## config.mk

```make
export PLATFORM = sky130hd
export DESIGN_NAME = instr_retire_trace
export DESIGN_NICKNAME = d
export VERILOG_FILES = /design/src/rtl/instr_retire_trace.sv
export SDC_FILE = /design/constraint.sdc
export NUM_CORES = 2
export LEC_CHECK = 0
export BUFFER_PORTS_ARGS = -buffer_cell sky130_fd_sc_hd__clkbuf_2
export CORE_MARGIN = 2
export CORE_UTILIZATION = 61
export CTS_CLUSTER_SIZE = 16
export DETAILED_ROUTE_END_ITERATION = 7
export GPL_TIMING_DRIVEN = 0
export PLACE_DENSITY = 0.86
export SYNTH_ARGS = -nofsm -noshare
export SYNTH_HDL_FRONTEND = slang
export SYNTH_SLANG_ARGS = --single-unit
```

## constraint.sdc

```tcl
create_clock -name clk -period 16.81 [get_ports clk]
set_input_delay 2.5215 -clock clk [delete_from_list [all_inputs] [get_ports clk]]
set_output_delay 2.5215 -clock clk [all_outputs]
set_load 0.02 [all_outputs]
```

## src/rtl/instr_retire_trace.sv

```systemverilog
// Retire tracer for the multi-cycle ARM core.
// Follows the main-FSM state and the core/memory bus, builds one record per
// completed instruction and queues it in a first-word-fall-through FIFO that a
// valid/ready consumer drains. A record is committed at the FETCH that starts
// the next instruction.
module instr_retire_trace #(
  parameter int DEPTH = 16,
  parameter int CYC_W = 8,
  parameter int OVF_W = 16
) (
  input  logic                     clk,
  input  logic                     reset,
  input  logic                     enable,
  input  logic [3:0]               state,
  input  logic [31:0]              PC,
  input  logic [31:0]              Instr,
  input  logic [31:0]              Adr,
  input  logic [31:0]              WriteData,
  input  logic                     MemWrite,
  output logic                     tr_valid,
  input  logic                     tr_ready,
  output logic [31:0]              tr_pc,
  output logic [31:0]              tr_instr,
  output logic [CYC_W-1:0]         tr_cycles,
  output logic                     tr_store,
  output logic [31:0]              tr_adr,
  output logic [31:0]              tr_wdata,
  output logic [$clog2(DEPTH):0]   count,
  output logic [OVF_W-1:0]         overflow_cnt
);

  localparam int AW = $clog2(DEPTH);
  localparam logic [3:0]  ST_FETCH  = 4'd0;
  localparam logic [3:0]  ST_DECODE = 4'd1;
  localparam logic [3:0]  ST_MEMWR  = 4'd5;
  localparam logic [AW:0] FULL_CNT  = (AW+1)'(DEPTH);

  // Tracking state for the instruction currently in flight
  logic              r_in_flight;
  logic [31:0]       r_cur_pc;
  logic [31:0]       r_cur_instr;
  logic [CYC_W-1:0]  r_cyc;
  logic              r_store;
  logic [31:0]       r_adr;
  logic [31:0]       r_wdata;

  // FIFO storage, one array per record field
  logic [31:0]       r_mem_pc    [DEPTH];
  logic [31:0]       r_mem_instr [DEPTH];
  logic [CYC_W-1:0]  r_mem_cyc   [DEPTH];
  logic              r_mem_store [DEPTH];
  logic [31:0]       r_mem_adr   [DEPTH];
  logic [31:0]       r_mem_wdata [DEPTH];

  logic [AW-1:0]     r_wptr;
  logic [AW-1:0]     r_rptr;
  logic [AW:0]       r_count;
  logic [OVF_W-1:0]  r_ovf;

  logic w_commit;
  logic w_push;
  logic w_valid;
  logic w_full;
  logic w_pop;
  logic w_wr;

  // A commit happens on the FETCH that follows a tracked instruction; the
  // pop is qualified by the registered occupancy, so tr_ready never reaches tr_valid.
  assign w_commit = (state == ST_FETCH) && r_in_flight;
  assign w_push   = w_commit && enable;
  assign w_valid  = (r_count != {(AW+1){1'b0}});
  assign w_full   = (r_count == FULL_CNT);
  assign w_pop    = tr_ready && w_valid;
  assign w_wr     = w_push && (!w_full || w_pop);

  // Capture PC/IR/store info and count cycles of the in-flight instruction
  always_ff @(posedge clk) begin
    if (reset) begin
      r_in_flight <= 1'b0;
      r_cur_pc    <= 32'd0;
      r_cur_instr <= 32'd0;
      r_cyc       <= {CYC_W{1'b0}};
      r_store     <= 1'b0;
      r_adr       <= 32'd0;
      r_wdata     <= 32'd0;
    end else if (state == ST_FETCH) begin
      r_in_flight <= 1'b1;
      r_cur_pc    <= PC;
      r_cyc       <= CYC_W'(1);
      r_store     <= 1'b0;
      r_adr       <= 32'd0;
      r_wdata     <= 32'd0;
    end else begin
      if (r_cyc != {CYC_W{1'b1}}) begin
        r_cyc <= r_cyc + CYC_W'(1);
      end
      // IR was loaded at the FETCH edge, so it is stable during DECODE
      if (state == ST_DECODE) begin
        r_cur_instr <= Instr;
      end
      if ((state == ST_MEMWR) && MemWrite) begin
        r_store <= 1'b1;
        r_adr   <= Adr;
        r_wdata <= WriteData;
      end
    end
  end

  // Write the record held before this edge into the tail slot
  always_ff @(posedge clk) begin
    if (w_wr) begin
      r_mem_pc[r_wptr]    <= r_cur_pc;
      r_mem_instr[r_wptr] <= r_cur_instr;
      r_mem_cyc[r_wptr]   <= r_cyc;
      r_mem_store[r_wptr] <= r_store;
      r_mem_adr[r_wptr]   <= r_adr;
      r_mem_wdata[r_wptr] <= r_wdata;
    end
  end

  // Pointer, occupancy and dropped-record bookkeeping
  always_ff @(posedge clk) begin
    if (reset) begin
      r_wptr  <= {AW{1'b0}};
      r_rptr  <= {AW{1'b0}};
      r_count <= {(AW+1){1'b0}};
      r_ovf   <= {OVF_W{1'b0}};
    end else begin
      if (w_wr) begin
        r_wptr <= r_wptr + AW'(1);
      end
      if (w_pop) begin
        r_rptr <= r_rptr + AW'(1);
      end
      case ({w_wr, w_pop})
        2'b10:   r_count <= r_count + (AW+1)'(1);
        2'b01:   r_count <= r_count - (AW+1)'(1);
        default: r_count <= r_count;
      endcase
      // Newest record is dropped when full and nothing leaves on this edge
      if (w_push && w_full && !w_pop && (r_ovf != {OVF_W{1'b1}})) begin
        r_ovf <= r_ovf + OVF_W'(1);
      end
    end
  end

  // Present the head entry; fields read as zero while the FIFO is empty
  always_comb begin
    tr_valid     = w_valid;
    count        = r_count;
    overflow_cnt = r_ovf;
    if (w_valid) begin
      tr_pc     = r_mem_pc[r_rptr];
      tr_instr  = r_mem_instr[r_rptr];
      tr_cycles = r_mem_cyc[r_rptr];
      tr_store  = r_mem_store[r_rptr];
      tr_adr    = r_mem_adr[r_rptr];
      tr_wdata  = r_mem_wdata[r_rptr];
    end else begin
      tr_pc     = 32'd0;
      tr_instr  = 32'd0;
      tr_cycles = {CYC_W{1'b0}};
      tr_store  = 1'b0;
      tr_adr    = 32'd0;
      tr_wdata  = 32'd0;
    end
  end

endmodule

```

==> results.rst <==
.. list-table::
   :header-rows: 1

   * - Metric
     - Value
   * - Gate power share
     - 20.8%
   * - Count of final hold-check violations
     - 0
   * - Setup skew after layout
     - 0.0270 ns
   * - Quantity of hold-fixing buffers added after cts
     - 0
   * - Kind of end point of the critical path
     - primary output
   * - Critical path endpoint
     - tr_instr[1]
   * - Layout cells sized above 1
     - 32.0%
   * - Fillers
     - 7774
   * - Total Power
     - 14.5 mW
   * - Clock sink total
     - 2363
   * - Vias in the first global route
     - 49800
   * - Pins Over Slew Limit
     - 22
   * - Layout overhead on the synthesized area
     - 15.6%
   * - Result of the run
     - finished, violations left
   * - TritonCTS clock tree
     - done
   * - Startpoint of the lowest-slack register-to-register path
     - count[3]$_SDFFE_PP0P_
   * - Count of flip-flops with a built-in enable after synthesis
     - 2192
   * - Core Area
     - 146000 um2
   * - Final setup violating endpoints
     - 0
   * - Setup TNS
     - 0 ns
   * - Max-cap check violation count
     - 2
   * - Fraction of the yosys area taken by sequential cells
     - 77.5%
   * - First-pass GRT wire length
     - 369000 um
   * - Register-to-register path setup slack
     - 12.73 ns
   * - Switching share of power
     - 27.6%
   * - Arr. time, crit path
     - 5.18 ns
   * - Initial core utilization
     - 61.4%
   * - Violations in the final reports
     - capacitance limit, slew limit
   * - Cells after DPL
     - 6375
   * - Peak Freq
     - 130 MHz
   * - Residual antenna-violating net count after detailed routing
     - 0
   * - Count of cells along the worst register-to-register path
     - 11
   * - Transition time at the pin with the least slew margin
     - 1.59 ns
   * - Final instance count without filler cells
     - 6790
   * - Cell area reported after detailed placement
     - 96000 um2
   * - Syn Area/Cell
     - 22.3 um2
   * - Cts bufs inserted
     - 216
   * - DP Wirelength
     - 149000 um
   * - Dominant register cell in the synthesized netlist
     - sky130_fd_sc_hd__edfxtp_1
   * - Share of flip-flops with an asynchronous set or reset
     - 0%
   * - CP peak stage delay
     - 1.05 ns
   * - Crit path kind
     - reg -> out
   * - Remaining DRCs
     - 0
   * - Antenna violations before repair
     - 13
   * - Worst slack at placement
     - 10.23 ns
   * - Post-Syn Nets
     - 4150
   * - Cells traversed along the worst timing path
     - clkbuf_1, clkbuf_1, clkbuf_1, mux4_2, mux4_2, and2_1, clkbuf_2
   * - RSZ-0062 raised after global routing
     - no
   * - Clock group share of total power
     - 35.2%
   * - Clock tree root driver cell
     - sky130_fd_sc_hd__clkbuf_16
   * - Number of H-tree branching levels
     - 4
   * - Power density over cell area
     - 141 nW/um2
   * - Warnings from Yosys
     - 0
   * - Path class of the lowest-slack min-delay path
     - reg -> reg
   * - Maximum VDD drop
     - 138 uV
   * - Worst-path clk slew
     - 0.07 ns
   * - Total leakage power
     - 32.2 nW
   * - Net total in the final layout
     - 4822
   * - Req. time, crit path
     - 14.29 ns
   * - Cell at the slowest stage of the critical path
     - sky130_fd_sc_hd__clkbuf_1
   * - Post-CTS setup buffer count
     - 0
   * - Combined area of all synthesized cells
     - 89400 um2
   * - # resized after CTS
     - 0
   * - Reg-to-Reg End
     - r_mem_adr[0][0]$_DFFE_PP_
   * - IO Count
     - 296
   * - Die X-Extent
     - 387 um
   * - Routed via count divided by cell count
     - 7.16
   * - Synth Register Bits
     - 2363
   * - Proportion of power drawn by flip-flops and latches
     - 44.0%
   * - CP Max Fanout
     - 10
   * - Kind of launch point of the worst setup path
     - register
   * - Via count
     - 48600
   * - P_int
     - 10.5 mW
   * - Overflow after GRT
     - 0
   * - Worst relative slew slack
     - -5.81%
   * - Total wirelength of the detailed-routed design
     - 263000 um
   * - Critical Path Most Common Cell
     - sky130_fd_sc_hd__clkbuf_1
   * - Area enclosed by the die boundary
     - 150000 um2
   * - Routability Congestion
     - 0.795
   * - Port buffer count
     - 294
   * - Overall global routing resource usage
     - 35.4%
   * - Avg WL per Cell
     - 38.7 um
   * - Count of different cell masters after synthesis
     - 51
   * - Die H
     - 387 um
   * - Initial drt markers
     - 8589
   * - Net Sw Power
     - 4.01 mW
   * - Number of optimization iterations in the first detailed-route pass
     - 6
   * - Worst path setup slack after routing
     - 9.11 ns
   * - Number of placement rows
     - 140
   * - CTS max path bufs
     - 3
   * - Later-pin clock latency in the skew report
     - 0.86 ns
   * - Final instance area
     - 103000 um2
   * - Synthesized netlist cell count
     - 4005
   * - Maximum number of pins on one net before global-route repair
     - 25
   * - Shortest period the worst path allows
     - 7.70 ns
   * - Part of the cycle the worst path needs
     - 45.8%
==> layout make-up <==
cell class	instances	area (um2)	share of cell area, %
sequential	2363	69200	67.0
multi-input combinational	1414	19200	18.6
clock buffer	295	5950	5.76
timing repair buffer	454	4140	4.01
tap	1917	2400	2.32
clock inverter	114	1290	1.25
buffer	222	992	0.960
inverter	6	22.5	0.0218
antenna	5	12.5	0.0121
==> cells by family (layout without fill, tap and decap cells) <==
kind of cell    after synthesis  after routing  synth area share [%]
compound gates              159            159                 0.955
xor+xnor                     21             21                 0.206
fa+ha+maj                     8              8                 0.112
buf+inv                     228           1091                  1.13
flops                      2363           2363                  77.5
mux                         689            689                  17.3
other cells                   0              5                     0
simple gates                537            537                  2.84
==> per-stage QoR <==
stage | util [%] | hold slack, ns
floorplan | - | 0.432
global placement | 64.1 | 0.448
global route | 71.0 | 0.520
finish | 71.0 | 0.517
CTS | 70.9 | 0.503
detailed placement | 66.0 | 0.496
==> how the worst min path moves through the flow <==
stage                                  start                        to  slack, ns  depth (start not counted)
floorplan           r_in_flight$_SDFFE_PP0N_  r_in_flight$_SDFFE_PP0N_       0.43                          2
global placement    r_in_flight$_SDFFE_PP0N_  r_in_flight$_SDFFE_PP0N_       0.45                          2
detailed placement  r_in_flight$_SDFFE_PP0N_  r_in_flight$_SDFFE_PP0N_       0.50                          2
CTS                 r_in_flight$_SDFFE_PP0N_  r_in_flight$_SDFFE_PP0N_       0.50                          2
global route        r_in_flight$_SDFFE_PP0N_  r_in_flight$_SDFFE_PP0N_       0.52                          2
finish              r_in_flight$_SDFFE_PP0N_  r_in_flight$_SDFFE_PP0N_       0.52                          2
==> state kept, by name, summed over array words and instances, names as in the netlist, 32 cells and up, named ones only <==
| name | count |
|---|---|
| r_mem_adr | 512 |
| r_mem_instr | 512 |
| r_mem_pc | 512 |
| r_mem_wdata | 512 |
| r_mem_cyc | 128 |
| r_adr | 32 |
| r_cur_instr | 32 |
| r_cur_pc | 32 |
| r_wdata | 32 |
==> cells in the mapped netlist (8+ instances only) <==
cell	instances	area [um2]
sky130_fd_sc_hd__a21oi_1	141	706
sky130_fd_sc_hd__and2_1	141	882
sky130_fd_sc_hd__buf_1	18	67.6
sky130_fd_sc_hd__buf_2	52	260
sky130_fd_sc_hd__buf_4	12	90.1
sky130_fd_sc_hd__clkbuf_1	134	503
sky130_fd_sc_hd__dfxtp_1	171	3420
sky130_fd_sc_hd__edfxtp_1	2192	65800
sky130_fd_sc_hd__ha_1	8	100
sky130_fd_sc_hd__mux4_2	685	15400
sky130_fd_sc_hd__nand2_1	281	1050
sky130_fd_sc_hd__nand3_1	14	70.1
sky130_fd_sc_hd__nor2_1	51	191
sky130_fd_sc_hd__nor3_1	15	75.1
sky130_fd_sc_hd__xnor2_1	13	114
sky130_fd_sc_hd__xor2_1	8	70.1
==> power by group through the flow <==
stage | combinational, mW | sequential [mW] | clock (mW)
final | 3.02 | 6.40 | 5.11
after detailed placement | 2.93 | 6.53 | 0
after floorplan | 1.94 | 6.52 | 0
after CTS | 3.01 | 6.40 | 5.11
after global routing | 3.12 | 6.40 | 5.30
after global placement | 2.87 | 6.52 | 0
==> worst max-delay path: cells and delay by family, from the launching register on <==
kind,cells,cell delay [ns]
buf+inv,4,2.67
simple gates,1,0.27
mux,2,1.01
flops,1,0.35
==> per-layer routing <==
layer | vias to the layer above | share of wire (%) | track usage [%] | wire length, um
met2 | 4813 | 49 | 56.6 | 128000
li1 | 18000 | - | - | -
met5 | - | 0.051 | 0 | 134
met3 | 985 | 13 | 9.31 | 33200
met4 | 14 | 6.7 | 20.7 | 17600
met1 | 24800 | 32 | 44.4 | 84000
==> placed cells by master, fill, tap and decap left out, types with 8 or more instances in the layout <==
cell type / count
sky130_fd_sc_hd__a21oi_1: 141
sky130_fd_sc_hd__and2_1: 141
sky130_fd_sc_hd__buf_1: 18
sky130_fd_sc_hd__buf_12: 63
sky130_fd_sc_hd__buf_16: 20
sky130_fd_sc_hd__buf_2: 52
sky130_fd_sc_hd__buf_4: 18
sky130_fd_sc_hd__buf_6: 73
sky130_fd_sc_hd__bufinv_16: 27
sky130_fd_sc_hd__clkbuf_1: 191
sky130_fd_sc_hd__clkbuf_16: 221
sky130_fd_sc_hd__clkbuf_2: 297
sky130_fd_sc_hd__clkbuf_8: 14
sky130_fd_sc_hd__clkinv_1: 29
sky130_fd_sc_hd__clkinv_2: 42
sky130_fd_sc_hd__dfxtp_1: 171
sky130_fd_sc_hd__edfxtp_1: 2192
sky130_fd_sc_hd__ha_1: 8
sky130_fd_sc_hd__inv_6: 9
sky130_fd_sc_hd__mux4_2: 685
sky130_fd_sc_hd__nand2_1: 281
sky130_fd_sc_hd__nand3_1: 14
sky130_fd_sc_hd__nor2_1: 39
sky130_fd_sc_hd__nor2_4: 12
sky130_fd_sc_hd__nor3_1: 11
sky130_fd_sc_hd__xnor2_1: 13
sky130_fd_sc_hd__xor2_1: 8
Power figures use the tool's default switching activity.
